--- src/rtl/beat_sequencer.sv ---
// -----------------------------------------------------------------------------
// beat_sequencer
//
// Divides clk into beat periods at a selectable tempo and advances a beat
// index while the upstream play/pause controller reports "play". Keeps its
// position across pause/resume. Supports restart, loop-or-stop at the end of
// the song, and a one-cycle end-of-song pulse.
//
// Parameters
//   BEAT_CYCLES  clk cycles per beat at normal speed (even, >= 4)
//   SONG_LEN     beats in the song (>= 2)
//   BEAT_W       width of beat_idx (SONG_LEN <= 2**BEAT_W)
//
// Ports
//   clk            in   system clock
//   rst            in   asynchronous reset, active-high
//   play_or_pause  in   1 = play, 0 = pause (level)
//   restart_1p     in   one-cycle pulse: return to beat 0 (highest priority)
//   loop_en        in   1 = wrap to beat 0 after the last beat, 0 = stop
//   speed[1:0]     in   0 = half, 1 = normal, 2 = double, 3 = normal
//   beat_idx       out  current beat, 0..SONG_LEN-1 (registered)
//   beat_tick      out  one-cycle pulse per beat boundary (registered)
//   song_done      out  one-cycle pulse when the last beat completes
//   state[1:0]     out  0 = IDLE, 1 = PLAY, 2 = PAUSE, 3 = DONE
// -----------------------------------------------------------------------------
module beat_sequencer #(
  parameter int BEAT_CYCLES = 12_500_000,
  parameter int SONG_LEN    = 512,
  parameter int BEAT_W      = 9
) (
  input  logic              clk,
  input  logic              rst,
  input  logic              play_or_pause,
  input  logic              restart_1p,
  input  logic              loop_en,
  input  logic [1:0]        speed,
  output logic [BEAT_W-1:0] beat_idx,
  output logic              beat_tick,
  output logic              song_done,
  output logic [1:0]        state
);

  // Counter must hold up to 2*BEAT_CYCLES-1 (the half-speed period).
  localparam int CNT_W = $clog2(2 * BEAT_CYCLES);

  // Terminal counts (period minus one) so the compare never needs a value
  // that would not fit in the counter width.
  localparam logic [CNT_W-1:0]  HALF_M1   = CNT_W'(2 * BEAT_CYCLES - 1);
  localparam logic [CNT_W-1:0]  NORMAL_M1 = CNT_W'(BEAT_CYCLES - 1);
  localparam logic [CNT_W-1:0]  DOUBLE_M1 = CNT_W'(BEAT_CYCLES / 2 - 1);
  localparam logic [BEAT_W-1:0] LAST_BEAT = BEAT_W'(SONG_LEN - 1);

  typedef enum logic [1:0] {
    IDLE  = 2'd0,
    PLAY  = 2'd1,
    PAUSE = 2'd2,
    DONE  = 2'd3
  } state_t;

  state_t             state_q,   state_d;
  logic [CNT_W-1:0]   cnt_q,     cnt_d;
  logic [BEAT_W-1:0]  idx_q,     idx_d;
  logic               tick_q,    tick_d;
  logic               done_q,    done_d;
  logic [CNT_W-1:0]   period_m1;

  // Period follows the live speed input every cycle.
  always_comb begin
    case (speed)
      2'd0:    period_m1 = HALF_M1;
      2'd2:    period_m1 = DOUBLE_M1;
      default: period_m1 = NORMAL_M1;
    endcase
  end

  // Next-state and next-output logic.
  always_comb begin
    // NOTE: every signal gets a default first so no path can infer a latch.
    state_d = state_q;
    cnt_d   = cnt_q;
    idx_d   = idx_q;
    tick_d  = 1'b0;
    done_d  = 1'b0;

    if (restart_1p) begin
      // Restart wins over boundaries, pause and end-of-song in this cycle.
      cnt_d = '0;
      idx_d = '0;
      if (state_q != PLAY) begin
        state_d = play_or_pause ? PLAY : IDLE;
      end
    end else begin
      case (state_q)
        IDLE: begin
          cnt_d = '0;
          idx_d = '0;
          if (play_or_pause) state_d = PLAY;
        end

        PLAY: begin
          if (!play_or_pause) begin
            // Freeze position; a boundary due this cycle waits for resume.
            state_d = PAUSE;
          end else if (cnt_q >= period_m1) begin
            // ">=" rather than "==" so a speed change that shrinks the
            // period below the current count ends the beat immediately.
            cnt_d  = '0;
            tick_d = 1'b1;
            if (idx_q < LAST_BEAT) begin
              idx_d = idx_q + BEAT_W'(1);
            end else begin
              done_d = 1'b1;
              if (loop_en) idx_d   = '0;
              else         state_d = DONE;
            end
          end else begin
            cnt_d = cnt_q + CNT_W'(1);
          end
        end

        PAUSE: begin
          if (play_or_pause) state_d = PLAY;
        end

        DONE: begin
          if (!play_or_pause) begin
            state_d = IDLE;
            cnt_d   = '0;
            idx_d   = '0;
          end
        end

        default: state_d = IDLE;
      endcase
    end
  end

  // NOTE: sequential state uses non-blocking assignments so every register
  // samples the pre-edge values regardless of statement order.
  always_ff @(posedge clk or posedge rst) begin
    if (rst) begin
      state_q <= IDLE;
      cnt_q   <= '0;
      idx_q   <= '0;
      tick_q  <= 1'b0;
      done_q  <= 1'b0;
    end else begin
      state_q <= state_d;
      cnt_q   <= cnt_d;
      idx_q   <= idx_d;
      tick_q  <= tick_d;
      done_q  <= done_d;
    end
  end

  assign beat_idx  = idx_q;
  assign beat_tick = tick_q;
  assign song_done = done_q;
  assign state     = state_q;

endmodule

--- config.mk ---
export PLATFORM = sky130hd
export DESIGN_NAME = beat_sequencer
export DESIGN_NICKNAME = d
export VERILOG_FILES = /design/src/rtl/beat_sequencer.sv
export SDC_FILE = /design/constraint.sdc
export NUM_CORES = 1
export LEC_CHECK = 0
export CORE_UTILIZATION = 25
export DETAILED_ROUTE_END_ITERATION = 16
export PLACE_DENSITY_LB_ADDON = 0.1
export SLEW_MARGIN = 15
export SYNTH_ARGS = -nofsm -noshare
export SYNTH_HDL_FRONTEND = slang
export SYNTH_SLANG_ARGS = --single-unit
--- constraint.sdc ---
create_clock -name clk -period 3.58 [get_ports clk]
set_input_delay 0.537 -clock clk [delete_from_list [all_inputs] [get_ports clk]]
set_output_delay 0.537 -clock clk [all_outputs]
set_load 0.1 [all_outputs]
; Word-level counts from Yosys, hierarchy flattened
; Index checks and enable logic that the tools add are counted.
; W data, S select, Z words.
[classes]
eq_ne = 14
muxes = 32
n_reduce_logical = 7
addsub = 2
magnitude_cmp = 2
[op_table]
columns = op, n
row1 = $mux W25, 4
row2 = $pmux W25 S3, 1
row3 = $mux W9, 6
row4 = $pmux W25 S2, 1
row5 = $pmux W9 S3, 1
row6 = $add A25 B1 Y25 const B, 1
row7 = $ge A25 B25 Y1, 1
row8 = $mux W2, 8
row9 = $ne A4 B4 Y1 const B, 4
row10 = $mux W1, 10
row11 = $add A9 B1 Y9 const B, 1
row12 = $lt A9 B9 Y1 const B, 1
row13 = $ne A3 B3 Y1 const B, 3
row14 = $eq A2 B2 Y1 const B, 3
row15 = $pmux W2 S3, 1
row16 = $reduce_and A6 Y1, 1
row17 = $reduce_and A5 Y1, 1
row18 = $logic_not A2 Y1, 2
row19 = $ne A2 B1 Y1 const B, 2
row20 = $reduce_bool A4 Y1, 1
row21 = $ne A3 B1 Y1 const B, 1
row22 = $reduce_and A3 Y1, 1
row23 = $eq A2 B1 Y1 const B, 1
row24 = $reduce_or A2 Y1, 1
[word_totals]
ff_bits = 38
wordCells = 62

; Longest topological paths before layout
; Gate-level depths: netlist of run 1.
[logic_depth]
ltp_word = 7
mapped_depth = 10
ltp_nobuf = 10

; Worst setup path after synthesis of run 1
; No wires, ideal clock.
[synth_timing]
path_type = register to register
start = register state_q[0], in the netlist state[0]
end = register cnt_q[21]
arrival_ns = 2.519
stages_incl_launch_ff = 9
setup_ns = 0.121
synth_period_minus_slack_ns = 2.641
t_required_ns = 3.459
path_slack_ns = 0.939
cell_sequence = dfrtp_1 nor2b_1 xnor2_1 o2111ai_2 or3_1 buf_2 nor4_2 xnor2_1 nor2_1
[synth_between]
elab_chain_cells = 3
word_cells_on_any_way = 9
classes_between = eq/ne: 4 / mux: 2 / reduce/logical: 3
[synth_rtl]
columns = item, line
row1 = start: declaration, 60  ; state_t state_q, state_d;
row2 = start signal: assignment, 148  ; state_q <= state_d;
row3 = $eq A2 B1 Y1 (tied with other cells), 93  ; case (state_q)
row4 = $ne A3 B3 Y1 (no source line) (tied with other cells), --
row5 = $reduce_and A3 Y1 (no source line) / $mux W25 (equally long branches), --
row6 = end signal: assignment, 149  ; cnt_q <= cnt_d;
row7 = end: declaration, 61  ; logic [CNT_W-1:0] cnt_q, cnt_d;
; Several ways; a longest one is shown, not always the timed one.
; A chain may end at the register's enable or synchronous reset.

; Worst setup path after layout of run 1
[layout_timing]
start = input port speed[0]
end = register idx_q[0], in the netlist beat_idx[0]
[layout_between]
elab_chain_cells = 5
word_cells_on_any_way = 6
classes_between = order compare: 1 / eq/ne: 2 / mux: 1 / reduce/logical: 2
[layout_rtl]
columns = item, line
row1 = start: declaration, 36  ; input logic [1:0] speed,
row2 = $eq A2 B2 Y1 / $logic_not A2 Y1 (equally long branches), 69  ; case (speed)
row3 = $pmux W25 S2 (*), 69
row4 = $ge A25 B25 Y1 (*), 104  ; end else if (cnt_q >= period_m1) begin
row5 = $ne A3 B3 Y1 (no source line) (*), --
row6 = $reduce_and A5 Y1 (no source line) (*), --
row7 = end signal: assignment, 150  ; idx_q <= idx_d;
row8 = end: declaration, 62  ; logic [BEAT_W-1:0] idx_q, idx_d;
; Mark *: on every way between the ends. The rest lies on a longest branch, timed or not.

==> impl_metrics.ini, run 1 <==
[global_routing]
track_usage_pct = 12.0
grt_max_degree = 39
gr-total-overflow = 0
grt_pass1_vias = 1836
antenna_found_initial = 0
grt_pass1_wl_um = 9050

[placement]
place_congestion = 0.804
io_buffers = 19
place_inst = 391
hpwl_um = 3920

[setup_path]
cp-start-kind = primary input
crit_slowest_cell = clkdlybuf4s50_1
crit_arrival_ps = 3130
crit_chain = clkdlybuf4s50_1, buf_4, inv_1, ha_1, nand3_1, or3_1, a211oi_1, o311ai_4, nand2_2, o211a_2, mux2i_1
cp_data_required_time_ps = 3750
slowest_delay_ps = 540
cp-end-kind = flip-flop
critPathMaxFanout = 8
crit_type = in -> reg
cpLargestDelayFamily = compound AO/OA/AOI/OAI gates
path_buf_inv = 3

[synthesis]
yosys_warnings = 0
yosysTopAreaCell = dfrtp_1
synth-edff-count = 0
synth-seq-cells = 38
synth.top_cells.by_count = dfrtp_1, nor2_1, inv_1, nand2_1, o21ai_0
ys_seq_area_share_pct = 40.7
netlist_area_um2 = 2330
syn_inst = 264
avgSynthCellArea_um2 = 8.84
synth_fp_nets = 281
synth_ff_type = dfrtp_1
yosysTopAreaCellShare_pct = 40.7
synth_most_common_cell = dfrtp_1
async_reset_ff_share_pct = 100
synthTopCellsByArea = dfrtp_1, ha_1, nor2_1
synth.distinct_cells = 54

[floorplan]
start_util_pct = 26.3
io_pins = 20
std_cell_rows = 34
dieArea_um2 = 9730
die_h_um = 98.6
fp.coreArea_um2 = 8890
fp.dieW_um = 98.6

[final_layout]
nets = 307
nFillCells = 938
area_growth_pct = 19.8
antenna_cells = 0
drive_gt1_share_pct = 10.0
fin_util_pct = 31.5
fin_cells = 398

[clocking]
clockBufferDepth = 2
hold_buffers = 0
ctsResizeCount = 0
root_buffer = clkbuf_8
cts_tree = yes
cts_setup_buffers = 0
cts.sinks = 38
clk_pin_slew_ps = 80
cts_made_buffers = 5
clock_latency_ps = 290
htree_levels = 2

[sta]
hold_viol = 0
final.setup.tns_ps = 0
fin_skew_ps = 12.1
slew_headroom_pct = 33.7
post-route-period-util_pct = 82.6
rsz0062_at_grt = false
tightest_slew_ps = 992
fin_crit_ps = 2960
drv_slew = 0
max_freq_ghz = 0.338
setup_viol = 0

[pwr]
power.leakage_nw = 1.16
peakVddDrop_mv = 0.0950
power_density_nw_per_um2 = 328
p_total_mw = 0.919

[routing]
dr.first_iter.drc_count = 65
drc_errors = 0
vias_per_cell = 4.76
routed_wl_um = 5340
ant_nets = 0
wire_per_inst_um = 13.4
first_pass_iters = 4
vias = 1893

[status]
status = complete, no violations

[run]
maxCapViolCount = 0

[min_path]
hold_path.class = reg -> reg
cells by family (layout without fill, tap and decap cells):
group,after synthesis,in the layout,synth area share (%)
AND/OR/NAND/NOR,113,113,25.1
AO/OA/AOI/OAI,53,53,16.1
multiplexers,3,3,1.29
buffers and inverters,30,56,5.04
adder cells (fa/ha/maj),10,10,5.36
flip-flops,38,38,40.7
XOR/XNOR,17,17,6.38
where the power goes:
part	internal [mW]	total, mW	switching, mW
clock	0.223	0.383	0.160
combinational	0.0329	0.0978	0.0649
sequential	0.433	0.438	0.00465
state kept, by name, indices dropped and copies added, names as in the netlist:
signal	count
state	2
beat_tick	1
beat_idx	9
song_done	1
cnt_q	25
cell usage in the layout (no fill, tap or decap), types with 10 or more instances in the layout:
cell type | Yosys | final
ha_1 | 10 | 10
nor2_1 | 32 | 32
o21ai_0 | 15 | 15
dfrtp_1 | 38 | 38
nand3_1 | 10 | 10
a21oi_1 | 10 | 10
nand2_1 | 22 | 22
inv_1 | 22 | 22
clkdlybuf4s50_1 | 0 | 19
xnor2_1 | 10 | 10
routing by layer:
layer,vias up,routed length [µm],GRT usage [%]
met4,0,57,3.44
met2,25,2540,20.2
met3,6,126,2.48
li1,972,-,-
met5,-,0,0
met1,890,2620,15.4
area by class of cell:
class | count | area [µm²] | area share, %
Multi-Input combinational cell | 196 | 1270 | 45.3
Inverter | 22 | 82.6 | 2.95
Clock buffer | 6 | 82.6 | 2.95
Timing Repair Buffer | 27 | 250 | 8.94
Tap cell | 108 | 135 | 4.83
Sequential cell | 38 | 951 | 34.0
Clock inverter | 1 | 30.0 | 1.07
through the flow:
stage               hold WS (ps)  instance area [µm²]  worst slack, ps
floorplan                    451                 2330              939
global placement             506                 2690              347
detailed placement           491                 2690              279
CTS                          510                 2800              584
global route                 539                 2800              407
finish                       504                 2800              624
worst paths after layout:
kind,from,end,slack (ps),cells past startpoint
max,speed[0],beat_idx[0]$_DFFE_PP0P_,620,11
min in group asynchronous,rst,beat_idx[6]$_DFFE_PP0P_,670,3
max reg2reg,cnt_q[16]$_DFFE_PP0P_,beat_idx[0]$_DFFE_PP0P_,1210,8
max in group asynchronous,rst,cnt_q[10]$_DFFE_PP0P_,2540,3
min,cnt_q[3]$_DFFE_PP0P_,cnt_q[3]$_DFFE_PP0P_,500,1
min reg2reg,cnt_q[3]$_DFFE_PP0P_,cnt_q[3]$_DFFE_PP0P_,500,1
(Power assumes the default switching activity.)
==> run 2: changes to the inputs <==
==> constraint.sdc (replaced) <==
create_clock -name clk -period 2.6 [get_ports clk]
set_input_delay 0.39 -clock clk [delete_from_list [all_inputs] [get_ports clk]]
set_output_delay 0.39 -clock clk [all_outputs]
set_load 0.1 [all_outputs]
==> impl_metrics.ini, run 2 (synthesis gave the netlist of run 1 again) <==
[floorplan]
fp.dieW_um = 98.6
fp.coreArea_um2 = 8890
dieArea_um2 = 9730
die_h_um = 98.6
std_cell_rows = 34
io_pins = 20
start_util_pct = 26.3

[pwr]
peakVddDrop_mv = 0.172
power.leakage_nw = 1.29
power_density_nw_per_um2 = 470

[sta]
fin_crit_ps = 2490
post-route-period-util_pct = 95.9
hold_viol = 0
setup_viol = 0
whs_ps = 520
max_freq_ghz = 0.401
drv_slew = 0
fin_skew_ps = 20.6
slew_headroom_pct = 64.9
tightest_slew_ps = 522
rsz0062_at_grt = false

[clocking]
clk_pin_slew_ps = 100
clock_latency_ps = 300
cts.sinks = 38
root_buffer = clkbuf_8
htree_levels = 2
clockBufferDepth = 2
cts_tree = yes
cts_made_buffers = 5

[routing]
dr.first_iter.drc_count = 109
drc_errors = 0
ant_nets = 0
wire_per_inst_um = 13.9
first_pass_iters = 6
routed_wl_um = 5770
vias = 1968
vias_per_cell = 4.75

[setup_path]
path_buf_inv = 4
cp-end-kind = flip-flop
crit_top_cell = buf_6
crit_type = in -> reg
crit_slowest_cell = or3_1
cp_data_required_time_ps = 2780
cpLargestDelayFamily = compound AO/OA/AOI/OAI gates
cp-start-kind = primary input
crit_chain = dlygate4sd2_1, buf_6, buf_4, ha_1, nand2_1, or3_1, a211oi_2, o311ai_4, buf_6, and3_1, o21ai_0, o31ai_2
critPathMaxFanout = 7
crit_arrival_ps = 2670
slowest_delay_ps = 380

[global_routing]
top_usage_layer = met2
antenna_found_initial = 0
use_met2_pct = 20.4
grt_pass1_wl_um = 9760
grt_max_degree = 39
gr-total-overflow = 0
use_met3_pct = 2.48
globalRouteMet1Util_pct = 17.5
track_usage_pct = 12.7
grt_pass1_vias = 1950

[final_layout]
layout_common_cells = dfrtp_1, nor2_1, buf_4
antenna_cells = 0
area_growth_pct = 28.2
layout_commonest_cell = dfrtp_1
nets = 322
largest_reg_flops = 25
regMostFlops = cnt_q
drive_gt1_share_pct = 22.2
fin_util_pct = 33.7

[placement]
io_buffers = 19
hpwl_um = 4130
place_congestion = 0.734

[status]
status = complete, no violations

[run]
maxCapViolCount = 0

[min_path]
hold_path.class = in -> async
==> run 2: cell count changes in the layout (fill, tap and decap cells not counted), moves of 2 or more <==
cell,before,now
a21oi_1,10,8
buf_4,8,31
clkdlybuf4s50_1,19,4
dlygate4sd2_1,0,2
buf_6,0,4
==> run 2: layout make-up <==
cell class              count  area [µm²]
repair buffers             42         355
multi-input cells         196        1330
fillers                   915        5900
clock inverters             2        60.1
well taps                 108         135
flip-flops and latches     38         952
inverters                  22        82.6
clock buffers               6        82.6
==> run 2: worst paths after layout <==
path | start | end | slack, ps | depth (start not counted)
worst max-delay path | speed[0] | cnt_q[3]$_DFFE_PP0P_ | 110 | 12
worst min-delay path | rst | beat_idx[6]$_DFFE_PP0P_ | 520 | 3
worst max register to register | cnt_q[15]$_DFFE_PP0P_ | cnt_q[3]$_DFFE_PP0P_ | 250 | 9
worst min register to register | cnt_q[1]$_DFFE_PP0P_ | cnt_q[1]$_DFFE_PP0P_ | 530 | 2
max in group asynchronous | rst | cnt_q[16]$_DFFE_PP0P_ | 1690 | 3
min in group clk | cnt_q[1]$_DFFE_PP0P_ | cnt_q[1]$_DFFE_PP0P_ | 530 | 2
==> run 2: report_power, final <==
group          switching [mW]  leakage, nW  total (mW)  internal, mW
clock network           0.233       0.0714       0.643         0.410
logic                  0.0979        0.688       0.160        0.0617
registers             0.00684        0.525       0.603         0.597
total                   0.338         1.29        1.41          1.07
==> run 2: per-layer routing <==
layer | wire length [µm] | vias up
li1 | - | 1003
met1 | 2900 | 940
met2 | 2680 | 23
met3 | 149 | 2
met4 | 36 | 0
met5 | 0 | -
==> run 2: metrics by stage <==
| step | setup slack (ps) | setup TNS (ps) | instances | cell area (µm²) | power (mW) |
|---|---|---|---|---|---|
| 6_report | 107 | 0 | 414 | 2990 | 1.41 |
| 3_5_place_dp | -482 | -15260 | 404 | 2760 | 0.766 |
| 3_3_place_gp | -450 | -14620 | 404 | 2760 | 0.768 |
| 2_1_floorplan | 127 | 0 | 264 | 2340 | 0.701 |
| 4_1_cts | 164 | 0 | 414 | 2990 | 1.43 |
| 5_1_grt | 9.80 | 0 | 414 | 2990 | 1.47 |
==> run 2: worst register-to-register path, cell delays in order, from the launching register on <==
cell	delay (ps)
dfrtp_1	410
ha_1	320
nand3_1	90
or3_1	410
a211oi_2	280
o311ai_4	130
buf_6	160
and3_1	130
o21ai_0	200
o31ai_2	110
==> run 2: timing repair <==
action                                  in CTS  in global routing
endpoints found under the setup margin      33                  0
hold buffers                                 0                  0
resized for setup                           19                  0
setup buffers                                2                  0
==> run 3: changes to the inputs <==
--- a/config.mk
+++ b/config.mk
@@ -8,6 +8,7 @@
 export CORE_UTILIZATION = 25
 export DETAILED_ROUTE_END_ITERATION = 16
 export PLACE_DENSITY_LB_ADDON = 0.1
+export REMOVE_ABC_BUFFERS = 1
 export SLEW_MARGIN = 15
 export SYNTH_ARGS = -nofsm -noshare
 export SYNTH_HDL_FRONTEND = slang
==> impl_metrics.ini, run 3 (synthesis gave the netlist of run 1 again) <==
[placement]
hpwl_um = 4280
place_inst = 411
place_congestion = 0.780
post-place-ws_ps = -535
post_dp_cell_area_um2 = 2800
io_buffers = 19

[setup_path]
ff2ff_setup_slack_ps = 240
cp-start-kind = flip-flop
crit_type = reg -> reg
cpLargestDelayFamily = compound AO/OA/AOI/OAI gates
critPathMaxFanout = 8
cp-end-kind = flip-flop
crit_top_cell = buf_4
r2r_start = cnt_q[5]$_DFFE_PP0P_
cp_data_required_time_ps = 2790
path_buf_inv = 3
crit_arrival_ps = 2550
slowest_delay_ps = 440
crit_chain = ha_1, or4_1, a31oi_1, a211oi_1, buf_4, o311ai_4, buf_6, a21oi_2, buf_4, nand3_1, o211ai_2
crit_slowest_cell = dfrtp_1
crit_start = cnt_q[5]$_DFFE_PP0P_

[clocking]
clockBufferDepth = 2
clock_latency_ps = 300
cts_tree = yes
cts_made_buffers = 5
cts.sinks = 38
htree_levels = 2
root_buffer = clkbuf_8
clk_pin_slew_ps = 90

[final_layout]
drive_gt1_share_pct = 21.8
largest_reg_flops = 25
regMostFlops = cnt_q
layout_commonest_cell = buf_4
antenna_cells = 0
area_growth_pct = 26.6
nets = 328
final_design_area_no_fill_um2 = 2960
fin_cells = 420
nFillCells = 943
layout_common_cells = buf_4, dfrtp_1, nor2_1

[routing]
vias = 2022
ant_nets = 0
vias_per_cell = 4.81
drc_errors = 0
dr.first_iter.drc_count = 84
wire_per_inst_um = 13.8
first_pass_iters = 4
routed_wl_um = 5780

[floorplan]
die_h_um = 98.6
fp.dieW_um = 98.6
fp.coreArea_um2 = 8890
start_util_pct = 26.3
std_cell_rows = 34
io_pins = 20
dieArea_um2 = 9730

[sta]
tightest_slew_ps = 535
slew_headroom_pct = 64.0
post-route-period-util_pct = 90.8
max_freq_ghz = 0.424
fin_skew_ps = 12.8
setup_viol = 0
fin_crit_ps = 2360
setup_slack_ps = 240
hold_viol = 0
rsz0062_at_grt = false
drv_slew = 0
final.setup.tns_ps = 0

[pwr]
peakVddDrop_mv = 0.208
power_density_nw_per_um2 = 465
power.leakage_nw = 1.29
p_total_mw = 1.37

[run]
maxCapViolCount = 0

[global_routing]
grt_pass1_vias = 2017
grt_pass1_wl_um = 9870
gr-total-overflow = 0
grt_max_degree = 39
antenna_found_initial = 0
track_usage_pct = 12.9

[min_path]
hold_path.class = in -> async

[status]
status = complete, no violations
-- run 3: path summary, 6_finish.rpt --
kind	to	depth (start not counted)
max	beat_idx[8]$_DFFE_PP0P_	11
min	beat_idx[1]$_DFFE_PP0P_	3
max reg2reg	beat_idx[8]$_DFFE_PP0P_	11
min reg2reg	cnt_q[3]$_DFFE_PP0P_	1
max in group asynchronous	cnt_q[10]$_DFFE_PP0P_	3
min in group clk	cnt_q[3]$_DFFE_PP0P_	1
-- run 3: cell type report --
cell class                      count  area [µm²]  share of cell area, %
Clock buffer                        5        68.8                   2.33
Clock inverter                      3        68.8                   2.33
Multi-Input combinational cell    196        1280                   43.3
Tap cell                          108         135                   4.57
Timing Repair Buffer               48         369                   12.5
Inverter                           22        82.6                   2.79
Sequential cell                    38         951                   32.2
-- run 3: repair_timing --
| action | CTS | global route |
|---|---|---|
| hold buffers | 0 | 0 |
| pin swaps | 2 | 2 |
| setup buffers | 1 | 0 |
| gates resized for setup | 4 | 6 |
| setup endpoints to repair | 37 | 37 |
-- run 3: through the flow --
step	utilization, %	hold WS (ps)
after floorplan	-	451
after global placement	31.5	512
after detailed placement	31.5	515
after CTS	33.2	531
after global routing	33.2	561
final	33.2	499
-- run 3: worst reg2reg max path, stage by stage, from the launching register on --
cell	delay [ps]
dfrtp_1	440
ha_1	220
or4_1	390
a31oi_1	150
a211oi_1	90
buf_4	150
o311ai_4	300
buf_6	160
a21oi_2	40
buf_4	150
nand3_1	100
o211ai_2	80
-- run 3: power breakdown --
part / leakage, nW / switching (mW) / internal [mW] / total (mW)
Combinational: 0.699 / 0.0948 / 0.0554 / 0.150
Sequential: 0.526 / 0.00703 / 0.596 / 0.603
Clock: 0.0683 / 0.236 / 0.385 / 0.621
-- run 3: routing by layer --
metal	up-vias	track usage [%]	part of all wire, %
met1	976	17.1	50
li1	1015	-	-
met5	-	0	0
met2	24	21.2	46
met4	0	4.02	1.3
met3	7	2.48	2.7
